File: src/rtl/prog_loader_pkg.sv
// Shared types and constants for the boot/run controller and the processor's
// program RAM.
package prog_loader_pkg;
  localparam int PL_ADDR_W = 8;
  localparam int PL_DATA_W = 8;
  localparam int CC_W      = 16;

  typedef enum logic [2:0] {
    ST_IDLE,
    ST_LOAD,
    ST_SETTLE,
    ST_RUN,
    ST_DONE
  } state_e;
endpackage

File: src/rtl/prog_loader_if.sv
// Control, byte-source, program-RAM and processor signals of the loader.
// slave = loader side, master = the environment driving it.
interface prog_loader_if
  import prog_loader_pkg::*;
#(
  parameter int ADDR_W = PL_ADDR_W,
  parameter int DATA_W = PL_DATA_W
);
  logic              start;
  logic [ADDR_W:0]   len;
  logic              in_valid;
  logic [DATA_W-1:0] in_data;
  logic              in_ready;
  logic              mem_we;
  logic [ADDR_W-1:0] mem_addr;
  logic [DATA_W-1:0] mem_wdata;
  logic              cpu_en;
  logic              cpu_halt;
  logic [CC_W-1:0]   cpu_cc;
  logic              busy;
  logic              done;
  logic              timeout;
  logic [CC_W-1:0]   cc_out;

  modport slave (
    input  start, len, in_valid, in_data, cpu_halt, cpu_cc,
    output in_ready, mem_we, mem_addr, mem_wdata, cpu_en, busy, done,
           timeout, cc_out
  );

  modport master (
    output start, len, in_valid, in_data, cpu_halt, cpu_cc,
    input  in_ready, mem_we, mem_addr, mem_wdata, cpu_en, busy, done,
           timeout, cc_out
  );
endinterface

File: src/rtl/prog_loader_run_watchdog.sv
// Run-length watchdog: counts enabled cycles from 0 and flags the cycle in
// which the count reaches WDOG_CYCLES-1.
module run_watchdog
  import prog_loader_pkg::*;
#(
  parameter logic [CC_W-1:0] WDOG_CYCLES = 16'd4096
) (
  input  logic clk,
  input  logic rst_n,
  input  logic clear,
  input  logic cnt_en,
  output logic tc
);
  logic [CC_W-1:0] cnt_q, cnt_d;

  // Clear dominates; otherwise count while enabled.
  always_comb begin
    cnt_d = cnt_q;
    if (clear)       cnt_d = '0;
    else if (cnt_en) cnt_d = cnt_q + CC_W'(1);
  end

  // Counter register.
  always_ff @(posedge clk) begin
    if (!rst_n) cnt_q <= '0;
    else        cnt_q <= cnt_d;
  end

  assign tc = cnt_en && (cnt_q == WDOG_CYCLES - CC_W'(1));
endmodule

File: src/rtl/prog_loader.sv
// Boot/run controller: streams a program image into program RAM, holds the
// processor idle for one settle cycle, runs it, and captures its cycle
// counter on halt or watchdog expiry.
module prog_loader
  import prog_loader_pkg::*;
#(
  parameter int              ADDR_W      = PL_ADDR_W,
  parameter int              DATA_W      = PL_DATA_W,
  parameter logic [CC_W-1:0] WDOG_CYCLES = 16'd4096
) (
  input logic         clk,
  input logic         rst_n,
  prog_loader_if.slave bus
);
  // Largest image the RAM can hold; longer requests are clipped to this.
  localparam logic [ADDR_W:0] MAX_LEN = {1'b1, {ADDR_W{1'b0}}};

  state_e            state_q, state_d;
  logic [ADDR_W-1:0] addr_q, addr_d;
  logic [ADDR_W:0]   len_q, len_d;
  logic              timeout_q, timeout_d;
  logic [CC_W-1:0]   cc_q, cc_d;
  logic              cpu_en_q, cpu_en_d;
  logic [ADDR_W:0]   len_sat;
  logic              xfer;
  logic              last_xfer;
  logic              wd_tc;

  assign len_sat   = (bus.len > MAX_LEN) ? MAX_LEN : bus.len;
  assign xfer      = (state_q == ST_LOAD) && bus.in_valid;
  assign last_xfer = ({1'b0, addr_q} == len_q - (ADDR_W+1)'(1));

  run_watchdog #(.WDOG_CYCLES(WDOG_CYCLES)) u_wdog (
    .clk    (clk),
    .rst_n  (rst_n),
    .clear  (state_q != ST_RUN),
    .cnt_en (state_q == ST_RUN),
    .tc     (wd_tc)
  );

  // Next-state and captured-result logic.
  always_comb begin
    state_d   = state_q;
    addr_d    = addr_q;
    len_d     = len_q;
    timeout_d = timeout_q;
    cc_d      = cc_q;
    case (state_q)
      ST_IDLE, ST_DONE: begin
        if (bus.start) begin
          len_d     = len_sat;
          addr_d    = '0;
          timeout_d = 1'b0;
          // A zero-length start reruns whatever image is already in RAM.
          state_d   = (len_sat == '0) ? ST_SETTLE : ST_LOAD;
        end
      end
      ST_LOAD: begin
        if (xfer) begin
          addr_d = addr_q + ADDR_W'(1);
          if (last_xfer) state_d = ST_SETTLE;
        end
      end
      ST_SETTLE: state_d = ST_RUN;
      ST_RUN: begin
        // Halt takes priority so a program finishing on the last allowed
        // cycle is not reported as a timeout.
        if (bus.cpu_halt) begin
          cc_d      = bus.cpu_cc;
          timeout_d = 1'b0;
          state_d   = ST_DONE;
        end else if (wd_tc) begin
          cc_d      = bus.cpu_cc;
          timeout_d = 1'b1;
          state_d   = ST_DONE;
        end
      end
      default: state_d = ST_IDLE;
    endcase
    cpu_en_d = (state_d == ST_RUN);
  end

  // State and output registers.
  always_ff @(posedge clk) begin
    if (!rst_n) begin
      state_q   <= ST_IDLE;
      addr_q    <= '0;
      len_q     <= '0;
      timeout_q <= 1'b0;
      cc_q      <= '0;
      cpu_en_q  <= 1'b0;
    end else begin
      state_q   <= state_d;
      addr_q    <= addr_d;
      len_q     <= len_d;
      timeout_q <= timeout_d;
      cc_q      <= cc_d;
      cpu_en_q  <= cpu_en_d;
    end
  end

  assign bus.in_ready  = (state_q == ST_LOAD);
  assign bus.mem_we    = xfer;
  assign bus.mem_addr  = addr_q;
  assign bus.mem_wdata = bus.in_data;
  assign bus.cpu_en    = cpu_en_q;
  assign bus.busy      = (state_q == ST_LOAD) || (state_q == ST_SETTLE) ||
                         (state_q == ST_RUN);
  assign bus.done      = (state_q == ST_DONE);
  assign bus.timeout   = timeout_q;
  assign bus.cc_out    = cc_q;
endmodule

File: src/flat_wrapper.sv
// flat-port wrapper written by rule: the top's interface ports become plain ports
module prog_loader_flat import prog_loader_pkg::*;
#(
  parameter int              ADDR_W      = PL_ADDR_W,
  parameter int              DATA_W      = PL_DATA_W,
  parameter logic [CC_W-1:0] WDOG_CYCLES = 16'd4096
)
  (clk, rst_n, bus_start, bus_len, bus_in_valid, bus_in_data, bus_cpu_halt, bus_cpu_cc, bus_in_ready, bus_mem_we, bus_mem_addr, bus_mem_wdata, bus_cpu_en, bus_busy, bus_done, bus_timeout, bus_cc_out);
  prog_loader_if #(.ADDR_W(ADDR_W), .DATA_W(DATA_W)) bus_i ();
  input logic clk;
  input logic rst_n;
  input wire logic [$bits(bus_i.start)-1:0] bus_start;
  input wire logic [$bits(bus_i.len)-1:0] bus_len;
  input wire logic [$bits(bus_i.in_valid)-1:0] bus_in_valid;
  input wire logic [$bits(bus_i.in_data)-1:0] bus_in_data;
  input wire logic [$bits(bus_i.cpu_halt)-1:0] bus_cpu_halt;
  input wire logic [$bits(bus_i.cpu_cc)-1:0] bus_cpu_cc;
  output wire logic [$bits(bus_i.in_ready)-1:0] bus_in_ready;
  output wire logic [$bits(bus_i.mem_we)-1:0] bus_mem_we;
  output wire logic [$bits(bus_i.mem_addr)-1:0] bus_mem_addr;
  output wire logic [$bits(bus_i.mem_wdata)-1:0] bus_mem_wdata;
  output wire logic [$bits(bus_i.cpu_en)-1:0] bus_cpu_en;
  output wire logic [$bits(bus_i.busy)-1:0] bus_busy;
  output wire logic [$bits(bus_i.done)-1:0] bus_done;
  output wire logic [$bits(bus_i.timeout)-1:0] bus_timeout;
  output wire logic [$bits(bus_i.cc_out)-1:0] bus_cc_out;
  assign bus_i.start = bus_start;
  assign bus_i.len = bus_len;
  assign bus_i.in_valid = bus_in_valid;
  assign bus_i.in_data = bus_in_data;
  assign bus_i.cpu_halt = bus_cpu_halt;
  assign bus_i.cpu_cc = bus_cpu_cc;
  assign bus_in_ready = bus_i.in_ready;
  assign bus_mem_we = bus_i.mem_we;
  assign bus_mem_addr = bus_i.mem_addr;
  assign bus_mem_wdata = bus_i.mem_wdata;
  assign bus_cpu_en = bus_i.cpu_en;
  assign bus_busy = bus_i.busy;
  assign bus_done = bus_i.done;
  assign bus_timeout = bus_i.timeout;
  assign bus_cc_out = bus_i.cc_out;
  prog_loader #(.ADDR_W(ADDR_W), .DATA_W(DATA_W), .WDOG_CYCLES(WDOG_CYCLES)) u_core (.clk(clk), .rst_n(rst_n), .bus(bus_i));
endmodule
File: config.mk
export PLATFORM = sky130hd
export DESIGN_NAME = prog_loader_flat
export DESIGN_NICKNAME = d
export VERILOG_FILES = /design/src/rtl/prog_loader_pkg.sv /design/src/rtl/prog_loader_if.sv /design/src/rtl/prog_loader_run_watchdog.sv /design/src/rtl/prog_loader.sv /design/src/flat_wrapper.sv
export SDC_FILE = /design/constraint.sdc
export NUM_CORES = 1
export LEC_CHECK = 0
export ABC_AREA = 1
export BUFFER_PORTS_ARGS = -buffer_cell sky130_fd_sc_hd__buf_2
export CORE_MARGIN = 5
export CORE_UTILIZATION = 50
export CTS_BUF_LIST = sky130_fd_sc_hd__clkbuf_4
export DETAILED_ROUTE_END_ITERATION = 8
export GPL_TIMING_DRIVEN = 0
export PLACE_DENSITY = 0.81
export SLEW_MARGIN = 5
export SYNTH_ARGS = -nofsm -noshare
export SYNTH_HDL_FRONTEND = slang
export SYNTH_SLANG_ARGS = --single-unit
File: constraint.sdc
create_clock -name clk -period 2 [get_ports clk]
set_input_delay 0.1 -clock clk [delete_from_list [all_inputs] [get_ports clk]]
set_output_delay 0.1 -clock clk [all_outputs]
set_load 0.01 [all_outputs]
# == Word level (Yosys, flattened, before mapping) ==
# Cells that the tools add are included.
# totals
regBits,54
output_inout_bits,38
word_cells,55
# classes
add_sub_neg,3
n_lt_le_gt_ge,1
eq_ne,11
mux,17
n_bitwise,1
n_reduce_logical,15
# op_table
cell,count
2-to-1 mux 16 bit,2
adder 16 x 1 -> 16 bit (second input constant),1
equality test 16 x 12 -> 1 bit (second input constant),1
2-to-1 mux 8 bit,2
one-hot mux 8 bit (2 select lines),1
2-to-1 mux 3 bit,5
one-hot mux 3 bit (4 select lines),1
equality test 3 x 2 -> 1 bit (second input constant),3
equality test 8 x 9 -> 1 bit,1
> comparator 9 bit (second input constant),1
zero test 9 bit,1
2-to-1 mux 9 bit,1
subtractor 9 x 1 -> 9 bit (second input constant),1
adder 8 x 1 -> 8 bit (second input constant),1
!= test 3 x 2 -> 1 bit (second input constant),2
AND reduction 3 bit,2
nonzero test 2 bit,3
AND reduction 2 bit,2
OR reduction 2 bit,2
equality test 3 x 1 -> 1 bit (second input constant),1
equality test 3 bit (second input constant),1
zero test 3 bit,1
2-to-1 mux 1 bit,3
logical AND 1 bit,2
other kinds (6),7

# == Logic depth before layout (Yosys ltp) ==
# depth
ltp_word,7
ltp_mapped,13
mapped_depth_nobuf,13

# == Hierarchy ==
# A second synthesis with hierarchy kept.
# unflattened
cells_unflattened,415
hier_area_um2,2793.9
# by_module_without_submodules
mod,n_inst,cells_per_inst,area_each_um2,seq_area_each_um2
prog_loader,1,288,1956.9,760.7
run_watchdog,1,127,837.1,320.3

# == Worst setup path after synthesis ==
# Ideal clock, no wire load.
# synth_timing
path_kind,register to register
from,reg u_core.u_wdog.cnt_q[0]
to,"reg u_core.cc_q[10], in the netlist u_core.bus.cc_out[10]"
t_arrival_ns,1.463
required_time_ns,1.884
setup_slack_ns,0.421
path_stages_with_launch,10
path_buffers,1
synth_period_minus_slack_ns,1.579
path_cell_list,dfxtp_1 -> ha_1 -> nand3_2 -> nor2_2 -> nand3b_2 -> a21oi_4 -> inv_4 -> buf_6 -> nor2_1 -> nor2_1
# synth_between
elab_chain_len,4
# synth_rtl
item,line,source
start: declaration,prog_loader_run_watchdog.sv:14,"logic [CC_W-1:0] cnt_q, cnt_d;"
start signal: assignment,prog_loader_run_watchdog.sv:26,else cnt_q <= cnt_d;
equality test 16 x 12 -> 1 bit,prog_loader_run_watchdog.sv:29,assign tc = cnt_en && (cnt_q == WDOG_CYCLES - CC_W'(1));
logical AND 1 bit,prog_loader_run_watchdog.sv:29,
nonzero test 2 bit (no line),n/a,
AND reduction 2 bit (no line),n/a,
end signal: assignment,prog_loader.sv:90,cc_q <= '0;
end signal: assignment,prog_loader.sv:97,cc_q <= cc_d;
end: declaration,prog_loader.sv:22,"logic [CC_W-1:0] cc_q, cc_d;"
# Every way passes these cells.
# A chain may end at the register's enable or synchronous reset.

# == Worst setup path in the final report ==
# layout_timing
from,reg u_core.u_wdog.cnt_q[0]
to,"reg u_core.cc_q[8], in the netlist u_core.bus.cc_out[8]"
# The elaborated chain is that of the path after synthesis.

==> run metrics <==
Clock Root Buffer clkbuf_4; Post-Synthesis Mean Instance Area 6.99 um^2; worst endpoint required time 2.29 ns; multi-input logic area 1270 um^2; FF+latch area 1080 um^2; Max transition margin 70.4%; critical path data arrival time 2.07 ns; post-detailed-route wirelength per cell 11.9 um; initial standard-cell utilization of the core 51.6%; peak ir drop on the vdd network 0.395 mV; deepest level of the CTS H-tree 2; number of clock sinks 54; number of DRC markers in iteration 0 92; Top cell by count, worst path nor2_1; CTS tree built; Area growth syn-to-layout 28.2%; final weighted congestion in routability-driven placement 0.897; Setup Slack @ Placement 0.190 ns; router iterations before antenna repair 4; outcome finished clean; Reg-to-Reg End u_core.bus.cc_out[8]; beginning of the worst register-to-register path u_core.u_wdog.cnt_q[0]; critical path's slowest cell dfxtp_1; Highest Clock Rate 560 MHz; areal power density over the cells 560 nW/um^2; HP Class in -> reg; initial antenna violation count 0; syn nets 418; Syn Inst Count 377; min Tclk post-route 1.78 ns; Slew Limit Fails 0; synth warn 0; number of CTS-inserted buffers 5; summed negative setup slack over all endpoints 0 ns; total I/O pin count 76; buffers added on ports 66; clock latency reported for the late side of the worst-skew pair 0.38 ns; ANT cells 0; Hold Crit Start bus_cpu_halt; count of unique library cells instantiated by Yosys 33; share of cells above drive strength 1 20.9%; vias after detailed routing 2676; largest net degree at the start of global routing 18; vias per cell 4.88; Crit Path Class reg -> reg; total leakage power 0.00155 uW; unrepaired setup endpoints after global routing false; synthesized area 2640 um^2; core area 5110 um^2; element type at the critical path start register; actual slew at the worst max-slew pin 0.443 ns; Max Buffers Root-to-Sink 2; Final Cell Area 3380 um^2; sequence of cells on the critical path ha_1, nand3_2, nor2_2, nand3b_2, a21oi_4, inv_4, buf_6, nor2_1, nor2_1; Worst Skew 0.0186 ns; net total in the final layout 518; Slowest Stage Delay on Critical Path 0.39 ns; Yosys reg bits 54; HPWL after detailed placement 4.61 mm; residual DRC count 0; fraction of the yosys area taken by sequential cells 41.0%; GR Overflow Total 0; wire length of the first global-routing pass 11.0 mm; Placement Rows 26; worst setup path endpoint u_core.bus.cc_out[8]; post-cts repair resize count 0; count of final hold-check violations 0; die width 82.6 um; die height 82.6 um; placed inst area 3050 um^2; share of the cycle needed by the critical path after routing 89.2%; die footprint 6820 um^2; count of antenna-violating nets left after detailed routing 0; maximum fanout count along the critical path 10; Post-Route WL 6.50 mm; clock-pin slew on the worst setup and hold paths 0.17 ns; endpoint class of the critical path register; final setup violating endpoints 0; crit path launch u_core.u_wdog.cnt_q[0]; Register-to-Register Path Depth 9; worst path setup slack after routing 0.216 ns; fill count 422; Worst R2R Setup Slack 0.22 ns; reported max-cap violation count 0; global routing usage summed across all routing layers 20.6%; vias in the first global route 2702
[cell usage in the layout (no fill, tap or decap), types with 3 or more instances in the layout]
cell,n
nor2_1,70
nand2_1,68
buf_2,67
dfxtp_1,54
inv_1,47
o21ai_0,35
dlygate4sd3_1,26
nand3_1,22
a21oi_1,21
buf_4,10
nor3_1,9
nand4_1,7
xor2_1,5
clkbuf_4,5
nor4_1,3
ha_1,3
[worst max-delay path: cells and delay by family, from the launching register on]
family                   cells  cell delay (ns)
buffers and inverters        2             0.22
flip-flops                   1             0.39
adder cells (fa/ha/maj)      1             0.22
AO/OA/AOI/OAI                1             0.24
AND/OR/NAND/NOR              5             0.62
[worst min-delay path by stage]
stage	to	slack, ns	cells past startpoint
floorplan	u_core.len_q[0]	0.21	2
global route	u_core.bus.timeout	0.05	4
CTS	u_core.bus.timeout	0.02	4
global placement	u_core.bus.cc_out[12]	0.32	3
finish	u_core.bus.timeout	0.04	4
detailed placement	u_core.bus.cc_out[14]	0.33	3
[report_power, final]
| part | switching (uW) | internal [uW] |
|---|---|---|
| sequential | 16.5 | 1090 |
| clock | 356 | 138 |
| combinational | 152 | 135 |
| total | 525 | 1370 |
[cell type report]
type | count | share of cell area [%]
Buffer | 12 | 2.81
Clock buffer | 5 | 1.11
Clock inverter | 3 | 0.593
Inverter | 50 | 5.63
Multi-Input combinational cell | 261 | 37.6
Sequential cell | 54 | 32.0
Tap cell | 70 | 2.59
Timing Repair Buffer | 93 | 17.7
[state kept, by name, summed over array words and instances, names as in the netlist]
register	flops
u_core.bus.cc_out	16
u_core.bus.mem_addr	8
u_core.bus.timeout	1
u_core.len_q	9
u_core.u_wdog.cnt_q	16
u_core.state_q	3
u_core.bus.cpu_en	1
[logic make-up after synthesis]
family | Yosys count | synth area share, %
AO/OA/AOI/OAI | 60 | 12.1
XOR/XNOR | 7 | 2.33
adder cells (fa/ha/maj) | 3 | 1.42
buffers and inverters | 62 | 10.8
flip-flops | 54 | 41.0
AND/OR/NAND/NOR | 191 | 32.3
[metal layers]
layer / track usage (%) / wire length (um) / share of wire, % / vias to the layer above
met5: 0 / 0 / 0 / -
met3: 4.66 / 465 / 7.2 / 19
met4: 9.15 / 184 / 2.8 / 0
li1: - / - / - / 1404
met2: 38.4 / 3170 / 49 / 80
met1: 22.0 / 2680 / 41 / 1173
[metrics by stage]
step | utilization [%] | total power, uW | std cells | hold WS, ns
global placement | 59.8 | 1370 | 513 | 0.321
finish | 66.1 | 1890 | 548 | 0.0359
detailed placement | 59.8 | 1380 | 513 | 0.331
global route | 66.1 | 1990 | 548 | 0.0523
CTS | 66.0 | 1910 | 547 | 0.0204
floorplan | - | 1300 | 377 | 0.213
[what timing repair did]
action                                  4_1_cts  5_1_grt
hold endpoints to repair                     26        0
buffers inserted                              0        1
hold buffers                                 26        0
endpoints found under the setup margin        0        1
[Yosys cell counts]
cell type,count,area [um^2]
a211oi_1,1,7.51
buf_2,1,5.00
xor2_1,5,43.8
nand3_1,22,110
o21ai_1,1,5.00
nor2_1,70,263
inv_4,1,6.26
nand2_1,68,255
dfxtp_1,54,1080
nand4_1,7,43.8
nand3b_1,1,7.51
or2_2,1,6.26
nor3_2,1,10.0
a21oi_1,21,105
nor2_2,2,12.5
clkinv_1,1,3.75
inv_1,47,176
a32o_1,1,10.0
o21ai_0,35,175
nor2_4,1,11.3
buf_6,2,22.5
nor4_2,1,12.5
nor4_1,3,18.8
ha_1,3,37.5
nand3_2,2,20.0
a21oi_4,1,16.3
buf_4,9,67.6
nand3_4,1,17.5
xnor2_1,2,17.5
nand2_2,1,6.26
nor3_1,9,45.0
nand3b_2,1,11.3
inv_2,1,3.75
Note: power is estimated with default switching activity, not from simulation.
